[src/rtl/vga_text_console.sv]
// Character-stream front end for the VGA text frame buffer: hardware cursor, printable writes,
// control codes, line/screen clears. Define VGA_TEXT_CONSOLE_TAB_EN to make 0x09 pad to 8 columns.
module vga_text_console #(
  parameter int          COLS       = 80,
  parameter int          ROWS       = 30,
  parameter logic [7:0]  CLEAR_ATTR = 8'h07
) (
  input  logic        clk,
  input  logic        reset,
  input  logic        in_valid,
  input  logic [7:0]  in_data,
  output logic        in_ready,
  input  logic [7:0]  attr,
  output logic        fb_en,
  output logic [3:0]  fb_we,
  output logic [10:0] fb_addr,
  output logic [31:0] fb_wdata,
  output logic [6:0]  cursor_col,
  output logic [4:0]  cursor_row,
  output logic        busy
);

  // state        | meaning
  // INIT         | first cycle after reset, outputs idle, then full clear
  // CLEAR_SCREEN | one blank word per cycle over the whole buffer
  // IDLE         | accepting a byte; control codes act here
  // WRITE        | one cell write at the cursor, then advance
  // CLEAR_LINE   | blank the row the cursor wrapped onto
  // TAB          | blank cells up to the next multiple of 8 (optional)
  typedef enum logic [2:0] {
    ST_INIT, ST_CLEAR_SCREEN, ST_IDLE, ST_WRITE, ST_CLEAR_LINE, ST_TAB
  } state_t;

  localparam int SCREEN_WORDS = ROWS * COLS / 2;
  localparam int LINE_WORDS   = COLS / 2;
  localparam logic [31:0] BLANK_WORD = {2{CLEAR_ATTR, 8'h20}};

  state_t      state_q, state_d;
  logic [10:0] cnt_q, cnt_d;
  logic [6:0]  col_q, col_d;
  logic [4:0]  row_q, row_d;
  logic [7:0]  ch_q, ch_d;
  logic [7:0]  at_q, at_d;

  logic [11:0] cell_idx;
  logic [10:0] line_base;
  logic [6:0]  adv_col;
  logic [4:0]  adv_row, nl_row;
  logic        adv_wrap, nl_wrap;
  logic [15:0] cell_word;

  assign cell_idx  = 12'(row_q) * 12'(COLS) + 12'(col_q);
  assign line_base = 11'(row_q) * 11'(LINE_WORDS);

  // Newline and auto-advance share the row-increment/wrap rule.
  always_comb begin
    nl_wrap = 1'b0;
    nl_row  = row_q + 5'd1;
    if (row_q == 5'(ROWS - 1)) begin
      nl_row  = 5'd0;
      nl_wrap = 1'b1;
    end
    adv_col  = col_q + 7'd1;
    adv_row  = row_q;
    adv_wrap = 1'b0;
    if (col_q == 7'(COLS - 1)) begin
      adv_col  = 7'd0;
      adv_row  = nl_row;
      adv_wrap = nl_wrap;
    end
  end

  always_ff @(posedge clk or posedge reset) begin
    if (reset) begin
      state_q <= ST_INIT;
      cnt_q   <= '0;
      col_q   <= '0;
      row_q   <= '0;
      ch_q    <= '0;
      at_q    <= '0;
    end else begin
      state_q <= state_d;
      cnt_q   <= cnt_d;
      col_q   <= col_d;
      row_q   <= row_d;
      ch_q    <= ch_d;
      at_q    <= at_d;
    end
  end

  always_comb begin
    state_d = state_q;
    cnt_d   = cnt_q;
    col_d   = col_q;
    row_d   = row_q;
    ch_d    = ch_q;
    at_d    = at_q;
    case (state_q)
      ST_INIT: begin
        state_d = ST_CLEAR_SCREEN;
        cnt_d   = '0;
      end
      ST_CLEAR_SCREEN: begin
        if (cnt_q == 11'(SCREEN_WORDS - 1)) begin
          state_d = ST_IDLE;
          col_d   = '0;
          row_d   = '0;
        end else begin
          cnt_d = cnt_q + 11'd1;
        end
      end
      ST_IDLE: begin
        if (in_valid) begin
          cnt_d = '0;
          if (in_data >= 8'h20 && in_data <= 8'h7E) begin
            state_d = ST_WRITE;
            ch_d    = in_data;
            at_d    = attr;
          end else begin
            case (in_data)
              8'h0A: begin
                col_d = '0;
                row_d = nl_row;
                if (nl_wrap) state_d = ST_CLEAR_LINE;
              end
              8'h0D: col_d = '0;
              8'h08: if (col_q != 7'd0) col_d = col_q - 7'd1;
              8'h0C: state_d = ST_CLEAR_SCREEN;
`ifdef VGA_TEXT_CONSOLE_TAB_EN
              8'h09: begin
                state_d = ST_TAB;
                at_d    = attr;
              end
`endif
              default: ;
            endcase
          end
        end
      end
      ST_WRITE: begin
        col_d   = adv_col;
        row_d   = adv_row;
        cnt_d   = '0;
        state_d = adv_wrap ? ST_CLEAR_LINE : ST_IDLE;
      end
      ST_CLEAR_LINE: begin
        if (cnt_q == 11'(LINE_WORDS - 1)) state_d = ST_IDLE;
        else cnt_d = cnt_q + 11'd1;
      end
`ifdef VGA_TEXT_CONSOLE_TAB_EN
      ST_TAB: begin
        col_d = adv_col;
        row_d = adv_row;
        cnt_d = '0;
        // A wrap lands on column 0, which is always a tab stop.
        if (adv_wrap) state_d = ST_CLEAR_LINE;
        else if (adv_col[2:0] == 3'd0) state_d = ST_IDLE;
      end
`endif
      default: state_d = ST_INIT;
    endcase
  end

  assign cell_word = (state_q == ST_TAB) ? {at_q, 8'h20} : {at_q, ch_q};

  always_comb begin
    in_ready = 1'b0;
    busy     = 1'b1;
    fb_en    = 1'b0;
    fb_we    = 4'h0;
    fb_addr  = '0;
    fb_wdata = '0;
    case (state_q)
      ST_IDLE: begin
        in_ready = 1'b1;
        busy     = 1'b0;
      end
      ST_CLEAR_SCREEN: begin
        fb_en    = 1'b1;
        fb_we    = 4'hF;
        fb_addr  = cnt_q;
        fb_wdata = BLANK_WORD;
      end
      ST_CLEAR_LINE: begin
        fb_en    = 1'b1;
        fb_we    = 4'hF;
        fb_addr  = line_base + cnt_q;
        fb_wdata = BLANK_WORD;
      end
      ST_WRITE, ST_TAB: begin
        fb_en    = 1'b1;
        fb_we    = cell_idx[0] ? 4'b1100 : 4'b0011;
        fb_addr  = cell_idx[11:1];
        fb_wdata = {cell_word, cell_word};
      end
      default: ;
    endcase
  end

  assign cursor_col = col_q;
  assign cursor_row = row_q;

endmodule

[config.mk]
export PLATFORM = sky130hd
export DESIGN_NAME = vga_text_console
export DESIGN_NICKNAME = d
export VERILOG_FILES = /design/src/rtl/vga_text_console.sv
export SDC_FILE = /design/constraint.sdc
export NUM_CORES = 1
export LEC_CHECK = 0
export BUFFER_PORTS_ARGS = -buffer_cell sky130_fd_sc_hd__buf_2
export CAP_MARGIN = 20
export CORE_AREA = 2 2 124 114
export CTS_BUF_LIST = sky130_fd_sc_hd__clkbuf_16
export DETAILED_ROUTE_END_ITERATION = 8
export DIE_AREA = 0 0 126 116
export HOLD_SLACK_MARGIN = 0.03
export PLACE_DENSITY_LB_ADDON = 0.2
export RECOVER_POWER = 50
export SLEW_MARGIN = 5
export SYNTH_ARGS = -nofsm -noshare
export SYNTH_HDL_FRONTEND = slang
export SYNTH_SLANG_ARGS = --single-unit
export TNS_END_PERCENT = 30
[constraint.sdc]
create_clock -name clk -period 4.97 [get_ports clk]
set_clock_uncertainty 0.15 [all_clocks]
set_input_delay 0.2485 -clock clk [delete_from_list [all_inputs] [get_ports clk]]
set_output_delay 0.2485 -clock clk [all_outputs]
set_load 0.02 [all_outputs]
== Word-level counts from Yosys, hierarchy flattened ==
Cells that the tools add are included.
Storage, ports and cells
  input bits: 19
  register bits after elaboration: 42
Operators by class
  $mul: 2
  order comparisons: 2
  multiplexer cells: 36
  reduce and logical (&&, ||, !) cells: 15
  equality and inequality tests: 25
  $add $sub $neg: 6
Operators by type and width (count)
  case mux 32 bit (2 select lines): 1
  case mux 11 bit (4 select lines): 1
  two-way mux 7 bit: 5
  two-way mux 11 bit: 3
  case mux 11 bit (3 select lines): 1
  == test 8 x 4 -> 1 bit, second input constant: 4
  two-way mux 5 bit: 6
  case mux 7 bit (3 select lines): 1
  two-way mux 3 bit: 6
  multiplier 5 x 3 -> 8 bit, second input constant: 2
  case mux 3 bit (5 select lines): 1
  case mux 5 bit (3 select lines): 1
  inequality test 2 bit, second input constant: 7
  case mux 7 bit (2 select lines): 1
  adder 12 x 7 -> 12 bit: 1
  AND reduction 6 bit: 2
  adder 11 x 1 -> 11 bit, second input constant: 1
  adder 11 bit: 1
  == test 11 bit, second input constant: 1
  == test 11 x 6 -> 1 bit, second input constant: 1
  greater-or-equal comparator 8 x 6 -> 1 bit, second input constant: 1
  less-or-equal comparator 8 x 7 -> 1 bit, second input constant: 1
  two-way mux 8 bit: 1
  case mux 4 bit (2 select lines): 1
  25 further kinds: 35

== Depth between registers and ports, before layout ==
  depth in word-level cells: 7
  depth in mapped cells: 13

== Worst setup path after synthesis ==
No wires, ideal clock.
  path type: flip-flop to output port
  start: register row_q[1] (netlist: cursor_row[1])
  end: output port fb_addr[10]
  cell stages (with the launch flop): 11
  path buffers: 0
  slack: 1.437 ns
  arrival time: 3.135 ns
  path through: dfrtp_1 ha_1 ha_1 fa_1 xor2_1 ha_1 or3_1 o211ai_1 xnor2_1 or4_1 nand4_1
Between the ends
  cells in the longest elaborated chain, start to end: 3
  elaborated cells between the ends (all ways): 5
  those cells by class: add/sub (2); mul (2); mux (1)
Ends and longest elaborated chain
  start, declared: line 41  | logic [4:0] row_q, row_d;
  start signal, assigned: line 85  | row_q <= row_d;
  multiplier 5 x 3 -> 8 bit: line 52, 53
  adder 12 x 7 -> 12 bit or adder 11 bit (tied branches): line 52, 187
  case mux 11 bit (3 select lines) (*): line 173  | case (state_q)
  end, declared: line 16  | output logic [10:0] fb_addr,
Mark *: on every way between the ends. The rest lies on a longest branch, timed or not.

== Worst setup path after layout ==
  start: register state_q[2]
  end: output port fb_addr[9]
Between the ends
  cells in the longest elaborated chain, start to end: 3
  elaborated cells between the ends (all ways): 6
  those cells by class: eq/ne (4); mux (1); reduce/logical (1)
Ends and longest elaborated chain
  start, declared: line 38  | state_t state_q, state_d;
  start signal, assigned: line 82  | state_q <= state_d;
  == test 3 bit or == test 3 x 2 -> 1 bit (tied branches): line 173
  OR reduction 2 bit: line 173
  case mux 11 bit (3 select lines) (*): line 173
Marked as above.

==> run metrics <==
pin count of the biggest net entering global routing 43; total I/O pin count 81; maximum resistive drop on vdd 0.000369 V; most common cell after layout, fill and taps aside sky130_fd_sc_hd__buf_2; number of enable flip-flop cells after synthesis 0; number of antenna violations at the first check in global routing 0; DRT Pass-1 Iters 4; met3 track demand over resource 3.19%; gr ovfl total 0; startpoint of the worst register-to-register path cnt_q[6]$_DFFE_PP0P_; synthesis-stage register bit count 42; Post-Syn Nets 459; critical path type register to output port; cells along the critical path buf_4 -> nand2b_1 -> nand2_1 -> nand2_1 -> mux2_2 -> ha_1 -> fa_1 -> a21o_1 -> a21oi_1 -> o21ai_0 -> xnor2_1 -> a21oi_1 -> a31o_2 -> buf_2; Iter 0 DRT Violations 281; outcome finished, violations left; clock transition at the registers of the reported paths 0.06 ns; insertion delay of the later-clocked pin in the worst-skew pair 0.29 ns; Crit path depth 14; Slew @ Worst Pin 2.46 ns; unrepaired setup endpoints after global routing no; Worst Path Arrival 4.02 ns; area growth from synthesis to layout 17.3%; maximum clock frequency 0.226 GHz; fraction of layout cells with a size suffix above 1 18.6%; number of input and output port buffers inserted 80; deepest clock path buffer count 2; CTS tree yes; post_cts resized 0; Filler cells 1450; number of instances in the synthesized netlist 419; post-synthesis share of cell area spent on full adders, half adders and majority gates 7.90%; distinct cell type count of the synthesized netlist 61; prevailing post-synth register cell sky130_fd_sc_hd__dfrtp_1; vias after detailed routing 3345; Post-Syn Area per Cell 8.39 sq um; Critical R2R Capture cursor_col[5]$_DFFE_PP0P_; CTS H-tree lvls 2; Pins Over Slew Limit 43; DRC violations left 0; CP Max Fanout 13; antenna cell count 0; R2R cell count 6; drt total wl 10600 um; combinational family with the most area after synthesis simple AND/OR/NAND/NOR gates; category of the worst setup path launch point register; multiplexer share of the synthesized area 6.90%; XOR/XNOR Fraction of Synth Area 1.99%; number of rows in the core area 40; CP max-delay cell sky130_fd_sc_hd__dfrtp_1; wire length of the first global-routing pass 17000 um; Final ANT Viol Nets 0; Rel. slew slack -63.7%; TritonCTS buffer count 5; DP HPWL 7900 um; Worst Setup End Kind output port; Crit path required time 4.57 ns; setup TNS 0 ns; most used cells in the layout excluding fill and tap cells 51 x sky130_fd_sc_hd__buf_2, 42 x sky130_fd_sc_hd__dfrtp_1, 39 x sky130_fd_sc_hd__o21ai_0; average vias per placed instance 5.17; CP Buf/Inv Count 2; portion of the post-synthesis area used by sequential elements 29.9%; shortest period the worst path allows 4.42 ns; vias in the first global route 3147; grt peak-use layer met2; count of synthesis-stage warnings from yosys 0; final RePlAce weighted congestion 0.837; die width 126 um; class of the tightest hold or removal check input pin to register; cell area after synthesis 3520 sq um; reg-to-reg setup timing slack 1.82 ns; Worst Hold Path Cells 2; GRT Resource Usage Total 14.6%; HP Start attr[4]; utilization of the core after routing 31.2%; root cell of the clock tree sky130_fd_sc_hd__clkbuf_16; Cell Pwr Density 515 nW/um^2; Total Die Area 14600 sq um; global-route met1 utilization 20.6%; number of sinks on the clock net 42; wire per inst 16.3 um; violations in the final reports capacitance limit, slew limit; area inside the core boundary 13200 sq um; setup violators final 0; leakage power figure 1.89 nW; Simple-Gate Fraction of Synth Area 23.7%; Initial Util 26.6%; share of synthesized flip-flops with an asynchronous set or reset 100%; Hold Vio Cnt, Final 0; termination of the worst setup path fb_addr[9]; die span in y 116 um; post-synthesis compound-gate area fraction 21.5%; peak per-stage delay on the critical path 0.55 ns; start point of the critical path state_q[2]$_DFFE_PP0P_; Crit path max-delay family compound AO/OA/AOI/OAI gates; maximum capacitance violations 1; net count of the finished layout 518; met2 GRT Util 22.9%; final critical-path share of the clock period 88.9%
==> per-stage QoR <==
| stage | instance area [sq um] | setup slack [ns] | cells | hold slack [ns] | total power, mW |
|---|---|---|---|---|---|
| 2_1_floorplan | 3520 | 1.44 | 419 | 0.249 | 1.45 |
| 3_3_place_gp | 3950 | 1.01 | 634 | 0.285 | 1.77 |
| 3_5_place_dp | 3950 | 0.898 | 634 | 0.289 | 1.77 |
| 4_1_cts | 4170 | 0.577 | 647 | 0.0305 | 2.17 |
| 5_1_grt | 4120 | 0.327 | 647 | 0.0361 | 2.30 |
| 6_report | 4120 | 0.552 | 647 | 0.0364 | 2.12 |
==> worst min-delay path by stage <==
stage	end	slack [ns]
6_report	at_q[4]$_DFFE_PP0P_	0.04
2_1_floorplan	at_q[0]$_DFFE_PP0P_	0.25
4_1_cts	at_q[4]$_DFFE_PP0P_	0.03
3_5_place_dp	at_q[0]$_DFFE_PP0P_	0.29
5_1_grt	at_q[6]$_DFFE_PP0P_	0.04
3_3_place_gp	at_q[0]$_DFFE_PP0P_	0.29
==> cells by family (layout without fill, tap and decap cells) <==
logic type,count (synthesis),in the layout
AND/OR/NAND/NOR,154,154
AO/OA/AOI/OAI,116,116
buffers and inverters,56,116
flip-flops,42,42
multiplexers,22,22
adder cells (fa/ha/maj),21,21
XOR/XNOR,8,8
==> Yosys cell counts (3+ instances only) <==
cell                        n  area (sq um)
sky130_fd_sc_hd__dfrtp_1   42          1050
sky130_fd_sc_hd__o21ai_0   39           195
sky130_fd_sc_hd__nand2_1   31           116
sky130_fd_sc_hd__nor2_1    31           116
sky130_fd_sc_hd__and3_1    20           125
sky130_fd_sc_hd__ha_1      19           238
sky130_fd_sc_hd__buf_4     18           135
sky130_fd_sc_hd__inv_1     18          67.6
sky130_fd_sc_hd__mux2_2    18           203
sky130_fd_sc_hd__clkbuf_1  17          63.8
sky130_fd_sc_hd__nand3_1   17          85.1
sky130_fd_sc_hd__a21oi_1   15          75.1
sky130_fd_sc_hd__nor3_1     8          40.0
sky130_fd_sc_hd__a22o_1     7          61.3
sky130_fd_sc_hd__nor2b_1    7          43.8
sky130_fd_sc_hd__nand2b_1   6          37.5
sky130_fd_sc_hd__nand4_1    6          37.5
sky130_fd_sc_hd__o31ai_1    6          45.0
sky130_fd_sc_hd__a21o_1     5          37.5
sky130_fd_sc_hd__and2_1     5          31.3
sky130_fd_sc_hd__xnor2_1    5          43.8
sky130_fd_sc_hd__a221oi_1   4          35.0
sky130_fd_sc_hd__mux2i_1    4          40.0
sky130_fd_sc_hd__o211ai_1   4          30.0
sky130_fd_sc_hd__o21a_1     4          30.0
sky130_fd_sc_hd__o22ai_1    4          25.0
sky130_fd_sc_hd__or3_1      4          25.0
sky130_fd_sc_hd__a22oi_1    3          22.5
sky130_fd_sc_hd__and4_1     3          26.3
sky130_fd_sc_hd__o21ai_1    3          15.0
sky130_fd_sc_hd__o21bai_1   3          22.5
sky130_fd_sc_hd__xor2_1     3          26.3
==> where the power goes <==
part / switching, mW / internal [mW]
Clock: 0.148 / 0.236
Combinational: 0.802 / 0.406
Sequential: 0.0951 / 0.438
Total: 1.05 / 1.08
==> registers in the layout (all words and copies together) (netlist names) <==
register / cells
cnt_q: 11
at_q: 8
ch_q: 8
cursor_col: 7
cursor_row: 5
state_q: 3
==> final cells by class <==
class,instances,area [sq um],share of cell area [%]
multi-input combinational,321,2180,53.0
sequential,42,1050,25.5
timing repair buffer,90,444,10.8
tap,168,210,5.10
clock buffer,5,125,3.03
inverter,18,67.6,1.64
clock inverter,3,41.3,1.00
==> layer usage <==
| layer | vias up | wire length, um |
|---|---|---|
| li1 | 1640 | - |
| met1 | 1606 | 5190 |
| met2 | 93 | 4780 |
| met3 | 6 | 511 |
| met4 | 0 | 85 |
| met5 | - | 0 |
==> repair_timing <==
action                                 CTS  global route
endpoints found under the hold margin   46             0
hold buffers                             5             0
setup buffers                            0             0
setup endpoints to repair                0             0
Note: power is estimated with default switching activity, not from simulation.
